<file path="src/rtl/binary_score_ctrl.sv">
// binary_score_ctrl: sequencer for the 4-head binary attention-score unit.
// Shadows the key matrix, then scores and streams one query row at a time.
module binary_score_ctrl #(
   parameter int SEQ_LEN = 30,
   parameter int D_MODEL = 16,
   parameter int N_HEAD  = 4,
   parameter int SC_LAT  = 1,
   parameter int AW      = 5
) (
   input  logic                        clk,
   input  logic                        rst_n,
   input  logic                        start,
   input  logic                        abort,
   output logic                        busy,
   output logic                        done,
   output logic                        k_rd_en,
   output logic [AW-1:0]               k_rd_addr,
   input  logic [D_MODEL-1:0]          k_rd_data,
   output logic                        q_rd_en,
   output logic [AW-1:0]               q_rd_addr,
   input  logic [D_MODEL-1:0]          q_rd_data,
   output logic [D_MODEL-1:0]          sc_query,
   output logic [SEQ_LEN*D_MODEL-1:0]  sc_key,
   output logic                        sc_valid,
   input  logic [N_HEAD*SEQ_LEN-1:0]   sc_score,
   output logic [N_HEAD*SEQ_LEN-1:0]   out_data,
   output logic [AW-1:0]               out_row,
   output logic                        out_valid,
   input  logic                        out_ready
);

   typedef enum logic [2:0] {
      IDLE, LOAD_K, READ_Q, ISSUE, WAIT, CAPTURE, OUTPUT, FIN
   } state_t;

   localparam int LW = $clog2(SEQ_LEN + 1);
   localparam int WAIT_N = (SC_LAT > 1) ? SC_LAT - 2 : 0;
   localparam logic [LW-1:0] LD_LAST = LW'(SEQ_LEN);
   localparam logic [AW-1:0] ROW_LAST = AW'(SEQ_LEN - 1);
   localparam logic [2:0] WAIT_LAST = 3'(WAIT_N);

   state_t state, nstate;
   logic [LW-1:0] ld_cnt;
   logic [AW-1:0] row;
   logic [2:0] wcnt;
   logic k_wr_en;
   logic [AW-1:0] k_wr_addr;
   logic [D_MODEL-1:0] q_hold;

   assign busy = (state != IDLE);
   assign k_rd_addr = k_rd_en ? AW'(ld_cnt) : '0;
   assign q_rd_addr = q_rd_en ? row : '0;
   // The score unit sees the fresh query in the same cycle as sc_valid.
   assign sc_query = (state == ISSUE) ? q_rd_data : q_hold;

   // State register.
   always_ff @(posedge clk or negedge rst_n) begin
      if (!rst_n) state <= IDLE;
      else        state <= nstate;
   end

   // Next state and single-cycle strobes; abort overrides everything.
   always_comb begin
      nstate   = state;
      k_rd_en  = 1'b0;
      q_rd_en  = 1'b0;
      sc_valid = 1'b0;
      done     = 1'b0;
      unique case (state)
         IDLE: if (start) nstate = LOAD_K;
         LOAD_K: begin
            k_rd_en = (ld_cnt != LD_LAST);
            if (ld_cnt == LD_LAST) nstate = READ_Q;
         end
         READ_Q: begin
            q_rd_en = 1'b1;
            nstate  = ISSUE;
         end
         ISSUE: begin
            sc_valid = 1'b1;
            nstate   = (SC_LAT > 1) ? WAIT : CAPTURE;
         end
         WAIT: if (wcnt == WAIT_LAST) nstate = CAPTURE;
         CAPTURE: nstate = OUTPUT;
         OUTPUT: begin
            if (out_ready) nstate = (row == ROW_LAST) ? FIN : READ_Q;
         end
         FIN: begin
            done   = 1'b1;
            nstate = IDLE;
         end
         default: nstate = IDLE;
      endcase
      if (abort) begin
         nstate   = IDLE;
         k_rd_en  = 1'b0;
         q_rd_en  = 1'b0;
         sc_valid = 1'b0;
         done     = 1'b0;
      end
   end

   // Load, row and latency counters.
   always_ff @(posedge clk or negedge rst_n) begin
      if (!rst_n) begin
         ld_cnt <= '0;
         row    <= '0;
         wcnt   <= '0;
      end else begin
         if (state == LOAD_K && !abort && ld_cnt != LD_LAST)
            ld_cnt <= ld_cnt + LW'(1);
         else
            ld_cnt <= '0;
         if (abort || state == IDLE || state == LOAD_K)
            row <= '0;
         else if (state == OUTPUT && out_ready && row != ROW_LAST)
            row <= row + AW'(1);
         if (state == WAIT && !abort && wcnt != WAIT_LAST)
            wcnt <= wcnt + 3'd1;
         else
            wcnt <= '0;
      end
   end

   // Key shadow: memory data lands one cycle after its read strobe.
   always_ff @(posedge clk or negedge rst_n) begin
      if (!rst_n) begin
         k_wr_en   <= 1'b0;
         k_wr_addr <= '0;
         sc_key    <= '0;
      end else begin
         k_wr_en   <= k_rd_en;
         k_wr_addr <= k_rd_addr;
         if (k_wr_en)
            sc_key[int'(k_wr_addr)*D_MODEL +: D_MODEL] <= k_rd_data;
      end
   end

   // Query hold and result register with valid/ready handshake.
   always_ff @(posedge clk or negedge rst_n) begin
      if (!rst_n) begin
         q_hold    <= '0;
         out_data  <= '0;
         out_row   <= '0;
         out_valid <= 1'b0;
      end else begin
         if (state == ISSUE) q_hold <= q_rd_data;
         if (abort) begin
            out_valid <= 1'b0;
         end else if (state == CAPTURE) begin
            out_data  <= sc_score;
            out_row   <= row;
            out_valid <= 1'b1;
         end else if (state == OUTPUT && out_ready) begin
            out_valid <= 1'b0;
         end
      end
   end

endmodule

</file>
<file path="config.mk">
export PLATFORM = sky130hd
export DESIGN_NAME = binary_score_ctrl
export DESIGN_NICKNAME = d
export VERILOG_FILES = /design/src/rtl/binary_score_ctrl.sv
export SDC_FILE = /design/constraint.sdc
export NUM_CORES = 1
export LEC_CHECK = 0
export CAP_MARGIN = 40
export CELL_PAD_IN_SITES_DETAIL_PLACEMENT = 1
export CELL_PAD_IN_SITES_GLOBAL_PLACEMENT = 1
export CORE_AREA = 2 2 308 310
export DETAILED_ROUTE_END_ITERATION = 16
export DIE_AREA = 0 0 310 312
export GPL_TIMING_DRIVEN = 0
export PLACE_DENSITY_LB_ADDON = 0.1
export SKIP_LAST_GASP = 1
export SLEW_MARGIN = 20
export SYNTH_ARGS = -nofsm -noshare
export SYNTH_HDL_FRONTEND = slang
export SYNTH_SLANG_ARGS = --single-unit
</file>
<file path="constraint.sdc">
create_clock -name clk -period 3.5 [get_ports clk]
set_input_delay 0.7 -clock clk [delete_from_list [all_inputs] [get_ports clk]]
set_output_delay 0.7 -clock clk [all_outputs]
set_load 0.01 [all_outputs]
</file>
==> metrics <==
number of core rows=112; Switch Pwr=5.130 mW; max incr delay on CP=460 ps; Peak VDD IR=0.0003295 V; Synth top area share=62.77%; main flop type after synthesis=dfrtp_1; simple-gate share of the synthesized area=10.23%; first-pass GRT wire length=163.4 mm; final WL=112.9 mm; Worst Skew=19.03 ps; sequential fraction of design power=41.8%; WP buf/inv=5; via/cell ratio=4.681; power share of the clock group=41.5%; XOR/XNOR Fraction of Synth Area=0.4045%; critical path peak fanout=10; Leakage=17.59 nW; number of global-route vias before repair=22678; Post-Syn Instances=2133; drt pass-1 iters=6; synthesis-to-finish area growth=50.52%; distinct cell type count after synthesis=53; final hold vios=0; dpl hpwl=86.12 mm; die width=310 um; ranking of synthesized cells by area=dfrtp_1, mux2_2, nand2_1; #FFs+latches synth=644; clock sink total=644; largest net degree at the start of global routing=99; Crit. End Element=flop; max_cap viols=0; combinational family with the most area after synthesis=multiplexers; WS Path Type=reg2reg; Vias=20422; grt total ovfl=0; Worst-path clk slew=60 ps; die height=312 um; Root Driver=clkbuf_16; Switching Share=25.66%; CP cell instances=buf_6 > clkinv_2 > ha_1 > buf_2 > nand2b_4 > nor2_1 > ha_1 > buf_4 > nor3_1 > nand4b_1 > buf_2 > mux2_2; post-route ant nets=0; slew margin rel.=42.93%; multiplexer share of the synthesized area=15.37%; complex-gate fraction of the synthesized area=7.086%; GP Congestion=0.8348; synth warn=0; drt first-iter violations=837; slowest CP cell=nand4b_1; Pwr Density=517.3 nW/um2; worst-skew pair later-pin latency=630 ps; CTS tree=built; # fillers=10048; minimum hold slack=477.6 ps; input/output buffers=785; Synth Area in Adders=0.5849%; CP top delay family=buffers and inverters; crit path time final=3371 ps; P_int=14.86 mW; fin nets=3218; layout cells sized above 1=19.80%; total CTS buffers=76; initial antenna violation count=5; combinational share of power=16.7%; CP Launch Type=flop; EDFF count, synth=0; CORE AREA=93050 um2; syn_area_per_cell=12.04 um2; status=complete, no violations; gr usage total=23.17%; fmax=0.2966 GHz; Seq/Total Area, Yosys=62.77%; arrival time at the worst endpoint=3880 ps; Routed WL per cell=25.88 um; Async SR Flop Fraction=100.0%; Yosys top cell by area=dfrtp_1; Syn Nets=2302; I/O pin count=794; Final Cycle Share=96.33%; htree depth=3; fin cells=4363; Mapped Area=25670 um2; Die ar.=96720 um2; Worst Path Required=4010 ps; slew at the pin closest to its max-slew limit=844.2 ps; worst-case clock buffer depth=3; Final setup viols=0; hold crit path type=in2reg; drt drc=0; Starting Density=27.59%; Slew Viols, Final=0; placed insts=4197
registers in the layout, indices dropped and copies added (netlist names):
| register | count |
|---|---|
| q_hold | 16 |
| out_row | 5 |
| row | 5 |
| sc_key | 480 |
| ld_cnt | 5 |
| wcnt | 3 |
| out_data | 120 |
| out_valid | 1 |
| k_wr_addr | 5 |
| k_wr_en | 1 |
| state | 3 |
power by group through the flow:
stage / Clock [mW] / Sequential [mW] / Combinational [mW]
after floorplan: 0 / 8.66 / 0.945
after global placement: 0 / 8.48 / 3.29
after detailed placement: 0 / 8.47 / 3.37
after CTS: 8.54 / 8.35 / 3.41
after global routing: 8.83 / 8.42 / 3.58
final: 8.29 / 8.35 / 3.34
logic make-up (layout without fill, tap and decap cells):
group                    after synthesis  count (layout)
flip-flops                           644             644
AND/OR/NAND/NOR                      597             597
multiplexers                         351             351
AO/OA/AOI/OAI                        298             298
buffers and inverters                220            1193
adder cells (fa/ha/maj)               12              12
XOR/XNOR                              11              11
other                                  0               3
through the flow:
stage | setup TNS [ps] | area, um2 | setup slack (ps) | power (mW) | util (%)
2_1_floorplan | 0 | 25670 | 237.3 | 9.609 | -
3_5_place_dp | -243410 | 35520 | -1071 | 11.84 | 38.17
3_3_place_gp | - | 35100 | -27840 | 11.77 | 37.72
5_1_grt | -81.63 | 38640 | -15.78 | 20.83 | 41.52
6_report | 0 | 38640 | 128.6 | 19.99 | 41.53
4_1_cts | -781.4 | 38420 | -56.28 | 20.30 | 41.29
final timing paths:
kind	slack, ps	from	depth (start not counted)	to
worst max-delay path	130	k_wr_addr[0]$_DFF_PN0_	12	sc_key[440]$_DFFE_PN0P_
worst min-delay path	480	abort	2	out_valid$_DFFE_PN0P_
worst max register to register	130	k_wr_addr[0]$_DFF_PN0_	12	sc_key[440]$_DFFE_PN0P_
worst min register to register	480	sc_key[196]$_DFFE_PN0P_	2	sc_key[196]$_DFFE_PN0P_
max in group asynchronous	800	rst_n	6	out_data[17]$_DFFE_PN0P_
min in group asynchronous	530	rst_n	2	sc_key[40]$_DFFE_PN0P_
layout by cell type, fill, tap and decap left out, types with 5 or more instances in the layout:
cell             instances
buf_16                   7
o21ai_1                 10
clkbuf_8                30
nand2_1                420
xor2_1                   6
nor2_1                  36
mux2_2                 306
dlymetal6s2s_1           6
clkbuf_2                40
buf_4                   39
mux2_4                  10
buf_6                   14
clkdlybuf4s50_1        775
bufinv_16                5
a21oi_1                  6
clkbuf_4                10
ha_1                    11
clkbuf_16               79
mux2i_1                 35
o31ai_1                116
and2_1                  28
clkinv_2                10
nand3_1                 31
buf_8                    7
dfrtp_1                643
clkbuf_1                78
and3_1                  15
o21ai_0                153
nand2b_1                 6
nand4_1                 15
inv_1                   62
buf_2                   20
synthesized netlist by cell type, types with 2 or more instances:
master and instances:
a2111oi_0 2, a21oi_1 6, a31o_2 3, and2_1 29, and3_1 15, and4b_1 2
buf_1 2, buf_2 22, buf_4 7, clkbuf_1 116, clkbuf_2 7, clkinv_1 2
dfrtp_1 644, ha_1 12, inv_1 62, mux2_2 306, mux2_4 10, mux2i_1 35
nand2_1 422, nand2b_1 7, nand3_1 32, nand4_1 15, nand4b_1 4, nor2_1 38
nor2b_1 7, nor3_1 5, nor3_4 2, nor3b_1 2, nor4_1 5, nor4b_1 2
o21ai_0 153, o21ai_1 11, o31ai_1 117, or2_2 2, xnor2_1 4, xor2_1 6
worst reg2reg max path, stage by stage (launching register included):
cell and delay, ps:
dfrtp_2 420, buf_6 170, clkinv_2 130, ha_1 220, buf_2 190, nand2b_4 130
nor2_1 50, ha_1 290, buf_4 190, nor3_1 310, nand4b_1 460, buf_2 390
mux2_2 300
metal layers:
metal  wire [um]  part of all wire, %  global-route usage [%]  up-vias
met4        2470                  2.2                   5.852        0
met1       43590                   39                   27.06    10602
met2       58230                   52                   41.37      608
met5           0                    0                       0        -
li1            -                    -                       -     9085
met3        8609                  7.6                   6.659      127
final cells by class:
cell class / count / area, um2 / share of cell area (%)
Clock inverter: 16 / 211.5 / 0.5472
Multi-Input combinational cell: 1269 / 8773 / 22.70
Inverter: 64 / 241.5 / 0.6249
Antenna cell: 3 / 7.507 / 0.01943
Tap cell: 1254 / 1569 / 4.060
Clock buffer: 119 / 2397 / 6.204
Timing Repair Buffer: 841 / 8527 / 22.07
Sequential cell: 644 / 16120 / 41.71
Buffer: 153 / 798.3 / 2.066
timing repair:
item	in CTS	in global routing
endpoints found under the hold margin	30	0
buffers inserted	16	13
pin swaps	7	8
hold buffers	1	0
endpoints found under the setup margin	482	373
resized for setup	61	77
(Power assumes the default switching activity.)
